<file path="src/rtl/debounce_pkg.sv">
// ============================================================================
// debounce_pkg : shared defaults and helpers for the push-button debouncer
// Revision     : 1.0
// ============================================================================
`default_nettype none

package debounce_pkg;

  localparam int DEF_SYNC_STAGES   = 2;
  localparam int DEF_STABLE_CYCLES = 4;

  localparam int MIN_SYNC_STAGES   = 2;
  localparam int MAX_SYNC_STAGES   = 4;
  localparam int MIN_STABLE_CYCLES = 2;
  localparam int MAX_STABLE_CYCLES = 65535;

  // Counter width never drops below one bit, even for tiny stable counts.
  function automatic int cnt_width(input int stable_cycles);
    int w;
    w = $clog2(stable_cycles);
    return (w < 1) ? 1 : w;
  endfunction

endpackage : debounce_pkg

`default_nettype wire

</file>
<file path="src/rtl/sync_chain.sv">
// ============================================================================
// sync_chain : STAGES-deep flop chain bringing an asynchronous level into clk
// Revision   : 1.0
// ============================================================================
`default_nettype none

module sync_chain #(
  parameter int STAGES = 2
) (
  input  logic clk,
  input  logic reset,
  input  logic d,
  output logic q
);

  logic [STAGES-1:0] stages;

  always_ff @(posedge clk) begin
    if (reset) begin
      stages <= '0;
    end else begin
      stages <= {stages[STAGES-2:0], d};
    end
  end

  assign q = stages[STAGES-1];

endmodule : sync_chain

`default_nettype wire

</file>
<file path="src/rtl/debounce_circuit.sv">
// ============================================================================
// debounce_circuit : synchronizes a bouncing button and accepts a new level
//                    only after it persists for STABLE_CYCLES clocks
// Revision         : 1.0
// ============================================================================
`default_nettype none

module debounce_circuit
  import debounce_pkg::*;
#(
  parameter int SYNC_STAGES   = DEF_SYNC_STAGES,
  parameter int STABLE_CYCLES = DEF_STABLE_CYCLES
) (
  input  logic clk,
  input  logic reset,
  input  logic button,
  output logic result,
  output logic result_rise,
  output logic result_fall
);

  localparam int              CNT_W   = cnt_width(STABLE_CYCLES);
  localparam logic [CNT_W-1:0] CNT_MAX = CNT_W'(STABLE_CYCLES - 1);

  generate
    if (SYNC_STAGES < MIN_SYNC_STAGES || SYNC_STAGES > MAX_SYNC_STAGES) begin : g_bad_sync
      $error("debounce_circuit: SYNC_STAGES out of range");
    end
    if (STABLE_CYCLES < MIN_STABLE_CYCLES || STABLE_CYCLES > MAX_STABLE_CYCLES) begin : g_bad_stable
      $error("debounce_circuit: STABLE_CYCLES out of range");
    end
  endgenerate

  logic             sync_q;
  logic [CNT_W-1:0] cnt;

  sync_chain #(
    .STAGES (SYNC_STAGES)
  ) u_sync (
    .clk   (clk),
    .reset (reset),
    .d     (button),
    .q     (sync_q)
  );

  // Any return to the current level restarts the count; acceptance happens on
  // the clock where the count has already reached STABLE_CYCLES-1.
  always_ff @(posedge clk) begin
    if (reset) begin
      cnt         <= '0;
      result      <= 1'b0;
      result_rise <= 1'b0;
      result_fall <= 1'b0;
    end else begin
      result_rise <= 1'b0;
      result_fall <= 1'b0;
      if (sync_q == result) begin
        cnt <= '0;
      end else if (cnt == CNT_MAX) begin
        cnt         <= '0;
        result      <= sync_q;
        result_rise <= sync_q;
        result_fall <= ~sync_q;
      end else begin
        cnt <= cnt + CNT_W'(1);
      end
    end
  end

endmodule : debounce_circuit

`default_nettype wire

</file>
<file path="config.mk">
export PLATFORM = sky130hd
export DESIGN_NAME = debounce_circuit
export DESIGN_NICKNAME = d
export VERILOG_FILES = /design/src/rtl/debounce_pkg.sv /design/src/rtl/sync_chain.sv /design/src/rtl/debounce_circuit.sv
export SDC_FILE = /design/constraint.sdc
export NUM_CORES = 1
export LEC_CHECK = 0
export CORE_AREA = 2 2 39 41
export DETAILED_ROUTE_END_ITERATION = 6
export DIE_AREA = 0 0 41 43
export PLACE_DENSITY = 0.4
export SLEW_MARGIN = 20
export SYNTH_ARGS = -nofsm -noshare
export SYNTH_HDL_FRONTEND = slang
export SYNTH_HIERARCHICAL = 1
export SYNTH_SLANG_ARGS = --single-unit
export TNS_END_PERCENT = 50
</file>
<file path="constraint.sdc">
create_clock -name clk -period 1.35 [get_ports clk]
set_input_delay 0.27 -clock clk [delete_from_list [all_inputs] [get_ports clk]]
set_output_delay 0.27 -clock clk [all_outputs]
set_load 0.005 [all_outputs]
</file>
---- Yosys cells after proc, flatten, opt, wreduce, memory -nomap -nowiden ----
Index checks and enable logic that the tools add are counted.
word-level totals
  flip-flop bits (word level) ............. 7
  input bits .............................. 3
  output and inout bits ................... 3
  word-level logic and storage cells ...... 14
cells by class
  add/subtract/negate cells ............... 1
  equality and inequality tests ........... 2
  bitwise operators ....................... 3
  reduce and logical (&&, ||, !) cells .... 3
operators with widths
  cell                                         count
  OR reduction 3 bit                           2
  inverter 1 bit                               3
  adder 2 x 1 -> 2 bit, second input constant  1
  equality test 2 bit, second input constant   1
  AND reduction 2 bit                          1
  equality test 1 bit                          1

---- Depth between registers and ports, before layout ----
  depth after elaboration ................. 3
  mapped depth ............................ 3

---- By module ----
Netlist, hierarchy kept.
by module, submodules not included
  module            times used  cells each  area each (um2)  sequential area each (um2)
  debounce_circuit  1           13          181.4            100.1
  sync_chain        1           4           52.6             40.0

---- Least setup slack after synthesis ----
OpenSTA, ideal clock, no wires.
  kind .................................... register to register
  start point ............................. register cnt[0]
  end point ............................... register result
  library setup time ...................... 0.114 ns
  data arrival time ....................... 0.763 ns
  required time ........................... 1.236 ns
  path slack .............................. 0.472 ns
  cell stages (with the launch flop) ...... 4
  buffers on the path ..................... 0
  cells stage by stage .................... dfxtp_1 ha_1 mux2i_1 nor2_1
between the ends
  longest elaborated chain between the ends .. 2
RTL lines
  element                        line                    text
  start, declared                debounce_circuit.sv:35  logic [CNT_W-1:0] cnt;
  start signal, assigned         debounce_circuit.sv:65  cnt <= cnt + CNT_W'(1);
  equality test 2 bit            debounce_circuit.sv:59  end else if (cnt == CNT_MAX) begin
  AND reduction 2 bit (no line)  -
  end signal, assigned           debounce_circuit.sv:61  result <= sync_q;
  end, declared                  debounce_circuit.sv:17  output logic result,
Every way passes these cells.
A chain may end at the register's enable or synchronous reset.

---- Worst setup path in the final report ----
  start point ............................. register result_rise
  end point ............................... output result_rise
RTL lines
  element                 line                    text
  start, declared         debounce_circuit.sv:18  output logic result_rise,
  start signal, assigned  debounce_circuit.sv:62  result_rise <= sync_q;
No word-level cell between the ends.

==> run metrics <==
outcome completed; post-layout minimum cycle time around 1.3 ns; Sw Pwr 83.9 uW; multi-input gate area in the final layout around 94 sq um; CP max FO 1; power per cell area about 1300 mW/mm^2; crit-path max cell delay 0.49 ns; Power, Total 416 uW; Setup Viol. Count Final 0; initial antenna violation count 0; Fin Setup TNS 0 ns; ANT cells 0; WL met2 229 microns; Synth-to-Final Area Change 41.2%; Core Rows 14; Root Driver clkbuf_4; Sw Ratio between 20% and 30%; crit path buf inv count 1; Max Clock Skew about 0.0019 ns; most common cell after layout, fill and taps aside dfxtp_1; Cells after Synth 17; drt wl/cell a little over 9 microns; worst r2r src cnt[0]; Avg Vias per Cell approximately 3.8; Post-Route M1 WL 137 microns; slowest stage cell, crit path clkdlybuf4s50_1; Cell Area, Synth 234 sq um; HPWL Detailed 286 microns; IO Pins 6; crit path cell chain clkdlybuf4s50_1; CTS Buf Count 3; Initial Utilization 16.9%; fin nets 31; Hold Crit Class flip-flop to flip-flop; pin count of the biggest net entering global routing 8; CP endpoint result_rise; Worst-path clk slew 0.05 ns; Seq cells post-synth 7; critical path launch point type flip-flop; actual slew at the worst max-slew pin around 0.25 ns; DIE WIDTH 41 microns; total global routing overflow 0; GP Congestion approximately 0.58; CP Capture Type primary output; IO Port Bufs 5; uppermost layer routed met3; final-report max-slew violation count 0; first-pass GRT wire length roughly 740 microns; Hold Buf Count CTS 0; maximum buffer depth of the clock tree 2; MaxCap Viol Count 0; YS warnings 6; Leak approximately 0.12 nW; syn_area_per_cell about 14 sq um; FF-to-FF End result; CTS tree yes; Cell Count, Final, Fillers Out 42; r2r setup slk between 0.3 and 0.4 ns; final core utilization around a quarter; CP Launch Point result_rise; DRC errors left 0; Fin. Hold Viols 0; FILL cells between 100 and 150; final worst-path cycle share between 90% and 100%; cts repair resizes 2; vias after detailed routing 160; htree depth 1; critical path arrival 1.04 ns; core area between 0.001 and 0.0015 sq mm; Relative slew margins between 80% and 90%; crit path kind flip-flop to primary output; Reg power frac between 50% and 60%; most frequent cells in the layout 6 x dfxtp_1, 4 x clkdlybuf4s50_1, 3 x clkbuf_4; Final WS setup around 0.040 ns; sequential-to-total area share from yosys stat 59.9%; combinational share of power between 3 and 4%; total clock sinks 7; Stages on worst setup path 1; vias in the first global route roughly 190; worst-skew pair later-pin latency between 0.2 and 0.3 ns; Placed Cells 38; cell-internal power 332 uW; DRT Wirelength ~380 microns; first drt pass iteration count 2; Starting DRT DRC Count 3; unrepaired setup endpoints after global routing false; metal3 WL between 10 and 15 microns; Cell variety after synth 9; Crit path max-delay family buffers and inverters; FF+latch area around 140 sq um; R2R cell count 3; worst path required time 1.08 ns; DIE AREA 0.00176 sq mm; clock network power share 45.6%; layout cell share with drive strength beyond 1 between 20% and 30%; GRT Total Usage 6.65%; antenna-violating nets left 0; Synthesized Nets 21; Die Height around 43 microns; Fmax roughly 760 MHz; pre-CTS WS 0.0725 ns; post-CTS setup buffer count 0; Worst VDD drop approximately 380 uV
==> kinds of logic after synthesis <==
family	share of synthesized area, %
simple gates	26.7
flops	59.9
xor+xnor	3.74
mux	4.28
fa+ha+maj	5.35
==> how the worst min path moves through the flow <==
stage,start,endpoint,cells past startpoint,slack [ns]
after floorplan,reset,u_sync/stages[0],1,0.34
final,cnt[0],cnt[0],1,0.43
after global placement,cnt[0],cnt[0],1,0.42
after CTS,cnt[0],cnt[0],1,0.44
after detailed placement,cnt[0],cnt[0],1,0.43
after global routing,cnt[0],cnt[0],1,0.46
==> cell type report <==
class                           count  area share, %
Tap cell                           16           6.06
Clock buffer                        4           7.95
Multi-Input combinational cell     10           28.4
Timing Repair Buffer                5           14.8
Sequential cell                     7           42.8
==> registers in the layout (all words and copies together), names as in the netlist <==
register and cells:
cnt 2, u_sync/stages 2, result_rise 1, result 1, result_fall 1
==> stage by stage <==
stage,cell area [sq um],hold slack [ns]
after floorplan,234,0.342
after global placement,304,0.419
after detailed placement,304,0.433
after CTS,330,0.441
after global routing,330,0.461
final,330,0.431
==> cells in the mapped netlist, drive strengths merged <==
cell type / count / area (sq um)
mux2i: 1 / 10.0
dfxtp: 7 / 140
nor2: 1 / 3.75
nor4b: 1 / 15.0
xnor2: 1 / 8.76
and4bb: 2 / 25.0
nor2b: 2 / 12.5
ha: 1 / 12.5
nor4: 1 / 6.26
==> power groups by stage <==
stage | sequential [mW] | clock [mW] | combinational (mW)
final | 0.213 | 0.190 | 0.0140
after global routing | 0.213 | 0.210 | 0.0158
after CTS | 0.213 | 0.202 | 0.0144
after detailed placement | 0.217 | 0 | 0.0145
after global placement | 0.217 | 0 | 0.0137
after floorplan | 0.216 | 0 | 0.00525
==> metal layers <==
layer | vias to the layer above | track usage (%)
met5 | - | 0
met4 | 0 | 8.00
met3 | 0 | 1.57
met2 | 4 | 10.0
met1 | 78 | 6.17
li1 | 78 | -
Note: power is estimated with default switching activity, not from simulation.
